File: src/rtl/myperiph_gpio.sv
// -----------------------------------------------------------------------------
// myperiph_gpio
//
// Small GPIO peripheral: N_CH debounced push-buttons, N_CH LEDs with optional
// blink, a word-addressed CSR block and a level interrupt on button press.
//
// Register map (word address, bits [N_CH-1:0] only, upper bits read 0):
//   0x0 LED_OUT   RW  software LED value
//   0x1 LED_MODE  RW  1 = LED follows debounced button, 0 = LED_OUT
//   0x2 BTN_STATE RO  debounced button state
//   0x3 EVENT     W1C sticky debounced rising-edge flags
//   0x4 IRQ_EN    RW  per-channel interrupt enable
//   0x5 BLINK_EN  RW  per-channel blink gating
//   others        read 0, writes ignored
//
// Ports:
//   clk        in   sole clock, rising edge
//   rst        in   synchronous active-high reset
//   csr_addr   in   [3:0]  register word address
//   csr_wdata  in   [31:0] write data
//   csr_we     in   write strobe, one write per asserted cycle
//   csr_rdata  out  [31:0] registered read data (addr sampled last cycle)
//   buttons    in   [N_CH-1:0] asynchronous raw button levels, active-high
//   leds       out  [N_CH-1:0] registered LED drive, active-high
//   irq        out  registered level interrupt
// -----------------------------------------------------------------------------
module myperiph_gpio #(
   parameter int N_CH            = 4,
   parameter int DEBOUNCE_CYCLES = 16,
   parameter int BLINK_DIV_W     = 8
) (
   input  logic              clk,
   input  logic              rst,
   input  logic [3:0]        csr_addr,
   input  logic [31:0]       csr_wdata,
   input  logic              csr_we,
   output logic [31:0]       csr_rdata,
   input  logic [N_CH-1:0]   buttons,
   output logic [N_CH-1:0]   leds,
   output logic              irq
);

   localparam int              CNT_W   = 16;
   localparam logic [CNT_W-1:0] DB_LAST = 16'(DEBOUNCE_CYCLES - 1);

   localparam logic [3:0] A_LED_OUT  = 4'h0;
   localparam logic [3:0] A_LED_MODE = 4'h1;
   localparam logic [3:0] A_BTN      = 4'h2;
   localparam logic [3:0] A_EVENT    = 4'h3;
   localparam logic [3:0] A_IRQ_EN   = 4'h4;
   localparam logic [3:0] A_BLINK_EN = 4'h5;

   // Zero-extend a channel-wide register to the 32-bit bus; written this way
   // so N_CH=32 needs no zero-width replication.
   function automatic logic [31:0] f_zext(input logic [N_CH-1:0] v);
      logic [31:0] r;
      r         = '0;
      r[N_CH-1:0] = v;
      return r;
   endfunction

   // Synchroniser / debounce state
   logic [N_CH-1:0]  r_sync_p0;
   logic [N_CH-1:0]  r_sync_p1;
   logic [CNT_W-1:0] r_db_cnt [N_CH];
   logic [N_CH-1:0]  r_db;

   // CSR state
   logic [N_CH-1:0]  r_led_out;
   logic [N_CH-1:0]  r_led_mode;
   logic [N_CH-1:0]  r_event;
   logic [N_CH-1:0]  r_irq_en;
   logic [N_CH-1:0]  r_blink_en;

   // Blink generator
   logic [BLINK_DIV_W-1:0] r_blink_cnt;
   logic                   r_phase;

   // Registered outputs
   logic [N_CH-1:0]  r_leds;
   logic             r_irq;
   logic [31:0]      r_rdata;

   logic [N_CH-1:0]  w_db_next;
   logic [CNT_W-1:0] w_cnt_next [N_CH];
   logic [N_CH-1:0]  w_db_rise;
   logic [N_CH-1:0]  w_wdata;
   logic [N_CH-1:0]  w_w1c;
   logic [N_CH-1:0]  w_src;
   logic [N_CH-1:0]  w_led_drive;
   logic [31:0]      w_rd_mux;
   logic             w_unused_wdata;

   // Upper write-data bits are architecturally ignored.
   assign w_unused_wdata = ^csr_wdata;
   assign w_wdata        = csr_wdata[N_CH-1:0];

   // Debounce: count while the synchronised level disagrees with the accepted
   // state; the flip happens on the edge where the count already sits at
   // DEBOUNCE_CYCLES-1, so a change needs exactly DEBOUNCE_CYCLES edges.
   always_comb begin
      w_db_next = r_db;
      for (int i = 0; i < N_CH; i++) begin
         w_cnt_next[i] = '0;
         if (r_sync_p1[i] != r_db[i]) begin
            if (r_db_cnt[i] == DB_LAST) begin
               w_db_next[i] = ~r_db[i];
            end else begin
               w_cnt_next[i] = r_db_cnt[i] + 1'b1;
            end
         end
      end
   end

   assign w_db_rise = w_db_next & ~r_db;

   // A rising edge set wins over a simultaneous W1C of the same bit.
   assign w_w1c = (csr_we && (csr_addr == A_EVENT)) ? w_wdata : '0;

   assign w_src       = (r_led_mode & r_db) | (~r_led_mode & r_led_out);
   assign w_led_drive = w_src & ({N_CH{r_phase}} | ~r_blink_en);

   // Read mux uses current register values, so a same-cycle write is not
   // visible until the following read.
   always_comb begin
      w_rd_mux = '0;
      case (csr_addr)
         A_LED_OUT:  w_rd_mux = f_zext(r_led_out);
         A_LED_MODE: w_rd_mux = f_zext(r_led_mode);
         A_BTN:      w_rd_mux = f_zext(r_db);
         A_EVENT:    w_rd_mux = f_zext(r_event);
         A_IRQ_EN:   w_rd_mux = f_zext(r_irq_en);
         A_BLINK_EN: w_rd_mux = f_zext(r_blink_en);
         default:    w_rd_mux = '0;
      endcase
   end

   // --- stage: input synchroniser and debounce ---
   always_ff @(posedge clk) begin
      if (rst) begin
         r_sync_p0 <= '0;
         r_sync_p1 <= '0;
         r_db      <= '0;
         for (int i = 0; i < N_CH; i++) begin
            r_db_cnt[i] <= '0;
         end
      end else begin
         r_sync_p0 <= buttons;
         r_sync_p1 <= r_sync_p0;
         r_db      <= w_db_next;
         for (int i = 0; i < N_CH; i++) begin
            r_db_cnt[i] <= w_cnt_next[i];
         end
      end
   end

   // --- stage: CSR registers and event capture ---
   always_ff @(posedge clk) begin
      if (rst) begin
         r_led_out  <= '0;
         r_led_mode <= '0;
         r_irq_en   <= '0;
         r_blink_en <= '0;
         r_event    <= '0;
      end else begin
         if (csr_we) begin
            case (csr_addr)
               A_LED_OUT:  r_led_out  <= w_wdata;
               A_LED_MODE: r_led_mode <= w_wdata;
               A_IRQ_EN:   r_irq_en   <= w_wdata;
               A_BLINK_EN: r_blink_en <= w_wdata;
               default:    ;
            endcase
         end
         r_event <= (r_event & ~w_w1c) | w_db_rise;
      end
   end

   // --- stage: blink phase generator ---
   always_ff @(posedge clk) begin
      if (rst) begin
         r_blink_cnt <= '0;
         r_phase     <= 1'b1;
      end else begin
         r_blink_cnt <= r_blink_cnt + 1'b1;
         if (&r_blink_cnt) begin
            r_phase <= ~r_phase;
         end
      end
   end

   // --- stage: registered outputs ---
   always_ff @(posedge clk) begin
      if (rst) begin
         r_leds  <= '0;
         r_irq   <= 1'b0;
         r_rdata <= '0;
      end else begin
         r_leds  <= w_led_drive;
         r_irq   <= |(r_event & r_irq_en);
         r_rdata <= w_rd_mux;
      end
   end

   assign leds      = r_leds;
   assign irq       = r_irq;
   assign csr_rdata = r_rdata;

endmodule
File: config.mk
export PLATFORM = sky130hd
export DESIGN_NAME = myperiph_gpio
export DESIGN_NICKNAME = d
export VERILOG_FILES = /design/src/rtl/myperiph_gpio.sv
export SDC_FILE = /design/constraint.sdc
export NUM_CORES = 1
export LEC_CHECK = 0
export CAP_MARGIN = 20
export CORE_ASPECT_RATIO = 0.75
export CORE_MARGIN = 8
export CORE_UTILIZATION = 40
export CTS_CLUSTER_SIZE = 8
export DETAILED_ROUTE_END_ITERATION = 10
export GPL_TIMING_DRIVEN = 1
export SLEW_MARGIN = 20
export SYNTH_ARGS = -nofsm -noshare
export SYNTH_HDL_FRONTEND = slang
export SYNTH_SLANG_ARGS = --single-unit
File: constraint.sdc
create_clock -name clk -period 4.2 [get_ports clk]
set_input_delay 0.84 -clock clk [delete_from_list [all_inputs] [get_ports clk]]
set_output_delay 0.84 -clock clk [all_outputs]
set_load 0.03 [all_outputs]
**Word-level counts from Yosys, hierarchy flattened**

Memory sizes are Yosys's and may differ from the RTL's.
Cells that the tools add are included.

- Flip-flop bits (word level): 78
- Bits in writable memories: 64
- Input bits: 43
- Output and inout bits: 37
- Word-level logic and storage cells: 87
- Memories: 1

- Add/subtract/negate cells: 5
- Eq/ne operators: 13
- Mux-type cells: 25
- Bitwise operators: 22
- Reduce and logical (&&, ||, !) cells: 8

Memory list:

| memory | depth | bits a word | rd ports | clocked after Yosys merged registers in | wr ports | RTL line | text |
|---|---|---|---|---|---|---|---|
| r_db_cnt | 4 | 16 | 4 | 0 | 4 | 65 | `logic [CNT_W-1:0] r_db_cnt [N_CH];` |

Operator list:

| operator | count |
|---|---|
| two-way mux 16 bit | 12 |
| adder 16 x 1 -> 16 bit (second input constant) | 4 |
| equality test 16 x 4 -> 1 bit (second input constant) | 4 |
| bitwise AND 4 bit | 6 |
| one-hot mux 4 bit (6 select lines) | 1 |
| inverter 4 bit | 4 |
| bitwise OR 4 bit | 3 |
| two-way mux 1 bit | 11 |
| adder 8 x 1 -> 8 bit (second input constant) | 1 |
| equality test 4 x 2 -> 1 bit (second input constant) | 2 |
| equality test 4 x 3 -> 1 bit (second input constant) | 2 |
| AND reduction 2 bit | 4 |
| AND reduction 8 bit | 1 |
| inverter 1 bit | 5 |
| equality test 4 x 1 -> 1 bit (second input constant) | 1 |
| logical NOT 4 bit | 1 |
| two-way mux 4 bit | 1 |
| inequality test 1 bit | 4 |
| bitwise OR 1 bit | 4 |
| OR reduction 4 bit | 1 |
| logical AND 1 bit | 1 |

**Longest topological paths before layout**

Gate-level depths: netlist of run 1.

- Word-level depth: 6
- Gate-level depth with buffers: 7
- Depth with buffers taken out: 5

**Worst setup path before layout of run 1**

OpenSTA, ideal clock, no wires.

- Kind: input to register
- Start: input csr_addr[3]
- End: register r_led_mode[0]
- Library setup time: 0.128 ns
- Data arrival time: 2.040 ns
- Required time: 4.072 ns
- Setup slack: 2.033 ns
- Stages: 5
- Path buffers: 1
- Cell sequence: clkbuf_1 -> nor3b_1 -> nand3b_1 -> mux2i_1 -> nor2_1

- Cells in the longest elaborated chain, start to end: 2

RTL lines:

| element | RTL line | text |
|---|---|---|
| start: declaration | 34 | `input logic [3:0] csr_addr,` |
| equality test 4 x 1 -> 1 bit | 167 | `case (csr_addr)` |
| AND reduction 2 bit (no source line) | - |  |
| end signal: assignment | 169 | `A_LED_MODE: r_led_mode <= w_wdata;` |
| end: declaration | 70 | `logic [N_CH-1:0] r_led_mode;` |

Every way passes these cells.
A chain may end at the register's enable or synchronous reset.

**Worst setup path in the final report of run 1**

- Start: input csr_addr[0]
- End: register r_blink_en[1]

- Cells in the longest elaborated chain, start to end: 2

RTL lines:

| element | RTL line | text |
|---|---|---|
| equality test 4 x 3 -> 1 bit | 167 |  |
| AND reduction 2 bit (no source line) | - |  |
| end signal: assignment | 171 | `A_BLINK_EN: r_blink_en <= w_wdata;` |
| end: declaration | 73 | `logic [N_CH-1:0] r_blink_en;` |

Every way passes these cells.

==> results of run 1 <==
-- how the worst max path moves through the flow --
stage | end | start | cells after the start | slack [ns]
final | r_blink_en[1] | csr_addr[0] | 4 | 1.59
after global routing | r_blink_en[3] | csr_addr[0] | 4 | 1.52
after CTS | r_blink_en[0] | csr_addr[0] | 4 | 1.60
after detailed placement | r_blink_en[0] | csr_addr[0] | 4 | 1.17
after global placement | r_blink_en[2] | csr_addr[0] | 4 | 1.17
after floorplan | r_led_mode[0] | csr_addr[3] | 5 | 2.03
-- kinds of logic after synthesis --
group,after synthesis
DFF,114
buffers and inverters,57
xor gates and xnor gates,60
AOI/OAI and AO/OA,44
other,1
muxes,26
adders and majority gates,5
and+or+nand+nor,251
-- metal layers --
layer  track usage  routed length (um)  up-vias
met5             0                   0        -
met4        0.0657                  85        0
met3        0.0510                 588        5
met2         0.181                4250       80
met1         0.172                5170     1766
li1              -                   -     1937
-- where the power goes --
group	internal, mW	total [mW]	switching, mW
clock	1.19	1.67	0.476
sequential	1.09	1.10	0.00685
combinational	0.0285	0.101	0.0725
total	2.31	2.87	0.555
-- state kept, by name, indices dropped and copies added, names as in the netlist --
signal       count
leds             4
r_led_mode       4
r_phase          1
r_db             4
r_db_cnt        64
r_sync_p0        4
irq              1
r_blink_en       4
csr_rdata        4
r_blink_cnt      8
r_irq_en         4
r_led_out        4
r_sync_p1        4
r_event          4
-- area by class of cell --
type	instances	area (um^2)
Clock buffer	23	498
Fill cell	1161	6320
Inverter	11	41.3
Timing Repair Buffer	25	240
Tap cell	166	208
Sequential cell	114	2280
Multi-Input combinational cell	414	2520
Clock inverter	9	198
-- placed cells by master (no fill, tap or decap), types with 4 or more instances in the layout --
cell type and n:
a21oi_1 21, clkbuf_8 5, nor2_1 87, o21ai_0 9
nand2b_1 5, bufinv_16 6, nand2_1 23, nor3_1 18
or4_1 6, ha_1 5, mux2i_1 24, or3_1 5
and4_1 7, nor2b_1 15, conb_1 28, or3b_2 4
inv_1 11, xor2_1 24, clkbuf_16 17, nand4_1 21
nor4_1 21, xnor2_1 36, dfxtp_1 114, nand3_1 26
and3_1 4, a22oi_1 4, clkdlybuf4s50_1 22
-- metrics by stage --
step,power (mW),utilization,cells,hold slack [ns],worst slack [ns]
2_1_floorplan,1.22,-,585,0.414,2.03
3_3_place_gp,1.22,0.430,730,0.421,1.17
3_5_place_dp,1.22,0.430,730,0.423,1.17
4_1_cts,2.90,0.487,762,0.437,1.60
5_1_grt,2.98,0.487,762,0.465,1.52
6_report,2.87,0.487,762,0.437,1.59
==> flow_results.org, run 1 <==
** Status
- Outcome :: finished clean

** Worst setup path
- STA classifies the critical path endpoint as a flip-flop.
- Critical path's slowest cell :: clkdlybuf4s50_1
- Together, buffers and inverters on the worst path number 1.
- Worst R2R Setup Slack :: 2.06 ns
- Counting cells, the worst reg-to-reg path comes to 5.
- STA puts the critical path data required time at 4.46 ns.
- The signal on the critical path passes through clkdlybuf4s50_1 > nor4b_2 > mux2i_1 > nor2_1.
- Sort of element at the start of the critical path :: input port
- Arrival time of data at the critical path endpoint :: 2.87 ns
- Category of the critical setup timing path :: input port to flip-flop
- Capturing point of the worst reg2reg path :: r_db_cnt[2][4]
- Slowest Stage Delay on Critical Path :: 0.97 ns
- Kind of cell adding the most delay to the critical path :: buffers and inverters
- Worst flop-to-flop path startpoint :: r_db_cnt[2][0]
- Maximum fanout encountered on the critical timing path :: 19

** Clock tree
- For the worst-skew pair, the clock arrives at the later sink with an insertion delay of 0.41 ns.
- Hold repair after CTS inserted 0 buffers.
- In this run the post-CTS setup repair buffer count came out at 0.
- The tree is rooted in a clkbuf_16.
- The H-tree was split into 4 levels.
- Clock tree from TritonCTS :: yes
- The clock net in this run drives a total of 114 sinks.
- Clock buffer depth :: 2
- PostCTS Resize Cnt :: 0
- CTS clk-pin slew, worst paths :: 0.05 ns
- TritonCTS buffer count :: 17

** Die
- The die is 113 um tall.
- The initial utilization of the core area, before any placement, comes to 0.410.
- The floorplan has 35 rows.
- I/O Pins :: 80
- DIE WIDTH :: 146 um
- Placeable Area :: 0.0123 mm^2
- DIE AREA :: 0.0165 mm^2

** Logic synthesis
- Synth warnings :: 0
- The share of the synthesized area in compound gates (AO/OA/AOI/OAI) was 0.0514.
- In this run the cell area of the synthesized design comes to 0.00504 mm^2.
- Fraction of synthesized area in multiplexers :: 0.0521
- Flip-flop and latch count after synthesis :: 114
- For this run, the register share of the synthesized area comes to 0.453.
- Counting every instance in the synthesized netlist gives 558.
- Adder-cell share of the synthesized area :: 0.0124
- Dominant cells by area after synthesis :: dfxtp_1, nor2_1, xnor2_1
- Parity-gate share of the synthesized area counting xor and xnor cells :: 0.104
- By area, the combinational part of the netlist is dominated by simple AND/OR/NAND/NOR gates.
- Summed over all instances, the cell type with the most area after synthesis is dfxtp_1.
- Of the total synthesized cell area, the portion taken by AND, OR, NAND and NOR gates is 0.259.
- For this run, the leading register cell type out of synthesis is dfxtp_1.
- In this run, synthesis inferred 0 flip-flops with an integrated enable.
- Area fraction of the dominant cell type after synthesis :: 0.453
- Netlist cell types :: 41
- The commonest cells after synthesis are dfxtp_1, nor2_1, xnor2_1.
- Dividing the synthesized area by the synthesized cell count gives 9.03 um^2.
- Cell with the most instances after synthesis :: dfxtp_1
- Share of async-settable or async-resettable flops after synthesis :: 0

** Detailed routing
- Overall via count from detail_route :: 3788
- DRC viols :: 0
- In the final routed layout, each cell accounts on average for 13.2 um.
- After detailed routing, the number of vias per cell comes to 4.97.
- Number of nets with antenna violations after routing :: 0
- Routed Wire Length :: 10100 um
- Iteration-0 DRC count of the detailed router :: 345
- Number of iterations in the first detailed-routing pass :: 5

** STA
- Hold violation total from the final report :: 0
- Worst clock skew :: 0.00816 ns
- After layout, the minimum clock period comes to 2.61 ns.
- RSZ-0062 raised after global routing :: false
- Derived from the worst setup path, the maximum achievable clock frequency is 384 MHz.
- Final sum of negative setup slack :: 0 ns
- Setup violations remaining at the end of the flow were counted as 0.
- Headroom to the max-slew limit came out at 0.477.
- Slew @ Worst Pin :: 0.785 ns
- The final count of pins violating max slew was 0.
- Dividing the final minimum period by the clock period gives 0.621.

** Place
- Weighted congestion reported at the end of routability-driven placement :: 0.780
- Number of input and output port buffers inserted :: 23
- The HPWL after detailed placement is 6920 um.
- Standard cell area after detailed placement :: 0.00529 mm^2

** Worst hold path
- Worst min-delay path class :: flip-flop to flip-flop
- Hold path endpoint :: r_sync_p1[2]
- Worst Hold Depth :: 1
- The startpoint identified for the worst hold timing path is r_sync_p0[2].

** Layout
- After routing the design area is 0.00599 mm^2.
- The area growth from synthesis to layout is 18.8%.
- 0 antenna diodes ended up in the layout.
- Layout Nets :: 631
- Fraction of final layout cells sized beyond drive strength 1 :: 0.0705

** GRT
- Antenna violations before repair :: 0
- The first global-routing pass estimated 17500 um of wire.
- Largest net degree at the start of global routing :: 44
- In the global route stage, overall resource usage came out at 0.130.
- Remaining global-route overflow :: 0
- Number of global-route vias before repair :: 3610

** Flow run
- Max-cap violations in this run came to 0.

** Power
- Pwr Density :: 479 mW/mm^2
- Worst-case vdd ir drop :: 0.240 mV
- For this design the static power due to leakage is 2.07 nW.
Power figures use the tool's default switching activity.
==> run 2: changes to the inputs <==
==> constraint.sdc (replaced) <==
create_clock -name clk -period 2.5 [get_ports clk]
set_input_delay 0.5 -clock clk [delete_from_list [all_inputs] [get_ports clk]]
set_output_delay 0.5 -clock clk [all_outputs]
set_load 0.03 [all_outputs]
==> flow_results.org, run 2 (synthesized netlist as in run 1, its figures left out) <==
** Power
- Dividing total power by cell area gives a power density of 711 mW/mm^2.
- Part of the power in the clock network :: 0.516
- Of the total power, the share spent switching nets is 0.211.
- Comb pwr share :: 0.043
- The worst-case IR drop observed on VDD is 0.483 mV.
- In this run the static leakage power is 2.04 nW.
- Overall power of the completed layout :: 4.19 mW
- Sequential share of power :: 0.441
- The internal power of the cells totals 3.31 mW.
- The analysis attributes to net switching a power of 0.883 mW.

** Worst setup path
- Register-to-Register Path Depth :: 4
- Of all nets on the critical path, the largest fanout is 16.
- Worst flop-to-flop path startpoint :: r_db_cnt[2][5]
- Critical path capture point type :: flip-flop
- The worst register-to-register path ends at r_db_cnt[2][10].
- The critical path starts at r_db_cnt[2][5].
- Data arrives at the worst endpoint at 2.30 ns.
- Sort of element at the start of the critical path :: flip-flop
- Category of the critical setup timing path :: flip-flop to flip-flop
- Data on the critical path is required at its endpoint by 2.76 ns.
- Worst R2R Setup Slack :: 0.47 ns

** Layout
- Most used cells in the layout excluding fill and tap cells :: dfxtp_1, nor2_1, xnor2_1, conb_1, nand3_1
- In the final layout, the share of cells above drive strength 1 is 0.0764.
- Syn-to-layout area delta :: 17.0%
- Area used by sequential logic in the layout :: 0.00228 mm^2
- The multi-input combinational cells in the finished layout cover a total of 0.00252 mm^2.
- At the end of the flow, the number of nets in the layout was 640.
- The register with the most flip-flops in the layout has 64 of them.
- Number of inserted diodes :: 0
- The largest registers in the layout are r_db_cnt x64, r_blink_cnt x8.
- Fill count :: 1161
- Largest reg by FF count :: r_db_cnt
- Leaving out fill and tap cells, the most frequent cell in the layout is dfxtp_1.

** GRT
- Number of global-route vias before repair :: 3610
- Remaining global-route overflow :: 0
- GR Layer Usage met3 :: 0.0371
- The first global-routing pass estimated 17000 um of wire.
- Highest-utilization routing layer at the global route stage :: met2
- Entering global routing, the biggest net connects 19 pins.
- For met1 alone, demand over resource in global routing was 0.166.
- The initial antenna violation count was 0.
- For this run, global-route usage on met2 was measured as 0.181.
- GRT Resource Usage Total :: 0.125

** Clock tree
- Buffers inserted during clock tree synthesis total 17.
- H-tree depth :: 4
- Hold repair after CTS inserted 0 buffers.
- Postcts setup bufs :: 0
- The clock passes through at most 2 buffers.
- Clock tree from TritonCTS :: yes
- The clock net in this run drives a total of 114 sinks.
- The tree is rooted in a clkbuf_16.
- Clock-pin slew was measured on the worst setup and hold paths at 0.05 ns.
- Insertion delay of the later-clocked pin in the worst-skew pair :: 0.40 ns
- Post-CTS repair changed the size of 0 cells.

** Detailed routing
- In the final routed layout, each cell accounts on average for 13.2 um.
- Routed Wire Length :: 10100 um
- Once detail routing completed, the nets flagged for antenna violations numbered 0.
- Overall via count from detail_route :: 3790
- DRC viols :: 0
- Number of iterations in the first detailed-routing pass :: 6
- In the routed layout, each cell is associated on average with a via count of 4.93.
- Iteration-0 DRC count of the detailed router :: 222

** STA
- Slew Viols, Final :: 0
- RSZ-0062 raised after global routing :: false
- Hold violation total from the final report :: 0
- The worst path meets setup with 0.469 ns of slack.
- Setup total negative slack on the finished layout was measured at 0 ns.
- Worst clock skew :: 0.00990 ns
- Worst-case headroom to the max-slew limit :: 0.630
- Dividing the final minimum period by the clock period gives 0.813.
- Min cycle time layout :: 2.03 ns
- Slew @ Worst Pin :: 0.554 ns
- Based on the critical path, the design can be clocked at up to 492 MHz.
- Setup violations, final :: 0

** Die
- The core region is 0.0123 mm^2.
- I/O Pins :: 80
- The die covers 0.0165 mm^2.
- Die Ht :: 113 um
- The floorplan has 35 rows.
- Starting utilization of the core area :: 0.410
- DIE WIDTH :: 146 um

** Worst hold path
- Counting instances, the worst hold path has a depth of 1.
- Hold path endpoint :: r_sync_p1[2]
- The path class of the tightest hold or removal check is flip-flop to flip-flop.
- The startpoint identified for the worst hold timing path is r_sync_p0[2].

** Place
- Input and output buffers added on the ports amount to 23.
- Setup WS pre-CTS :: 0.335 ns
- Detailed Place HPWL :: 7090 um
- Weighted congestion reported at the end of routability-driven placement :: 0.813

** Flow run
- Across the run, the number of max-cap violations was 0.

** Status
- Outcome :: finished clean
## run 2: cell types whose count changed in the layout (fill, tap and decap cells not counted)
cell / previous run / this run
clkbuf_8: 5 / 3
clkbuf_1: 1 / 3
buf_4: 2 / 11
clkinv_2: 2 / 4
bufinv_16: 6 / 1
## run 2: worst max-delay path by stage
stage / endpoint / depth (start not counted)
CTS: r_db_cnt[2][4] / 4
finish: r_db_cnt[2][10] / 4
detailed placement: r_led_mode[0] / 5
floorplan: r_led_mode[0] / 5
global route: r_db_cnt[2][14] / 4
global placement: r_led_mode[2] / 5
## run 2: layer usage
| layer | part of all wire | vias up |
|---|---|---|
| met2 | 0.43 | 84 |
| li1 | - | 1952 |
| met4 | 0.0083 | 0 |
| met1 | 0.51 | 1748 |
| met3 | 0.053 | 6 |
| met5 | 0 | - |
## run 2: critical path, cell delays in order, from the launching register on
cell	delay [ns]
dfxtp_1	0.35
or4_1	0.60
nor4_4	0.35
or3_1	0.50
nor2_1	0.10
## run 2: cell type report
class / count / area share
Clock inverter: 6 / 0.00976
Inverter: 11 / 0.00700
Timing Repair Buffer: 34 / 0.0522
Clock buffer: 23 / 0.0811
Sequential cell: 114 / 0.387
Multi-Input combinational cell: 414 / 0.428
Tap cell: 166 / 0.0352
## run 2: stage by stage
stage	util	area, um^2	std cells	hold WS [ns]
6_report	0.479	5900	768	0.436
5_1_grt	0.479	5900	768	0.449
4_1_cts	0.479	5900	768	0.434
3_5_place_dp	0.436	5360	739	0.423
3_3_place_gp	0.436	5360	739	0.421
2_1_floorplan	-	5140	585	0.414
## run 2: power by group through the flow
stage / Clock, mW / Sequential, mW / Combinational (mW)
5_1_grt: 2.30 / 1.85 / 0.194
4_1_cts: 2.22 / 1.85 / 0.178
2_1_floorplan: 0 / 1.89 / 0.157
3_5_place_dp: 0 / 1.89 / 0.177
6_report: 2.16 / 1.85 / 0.179
3_3_place_gp: 0 / 1.88 / 0.176
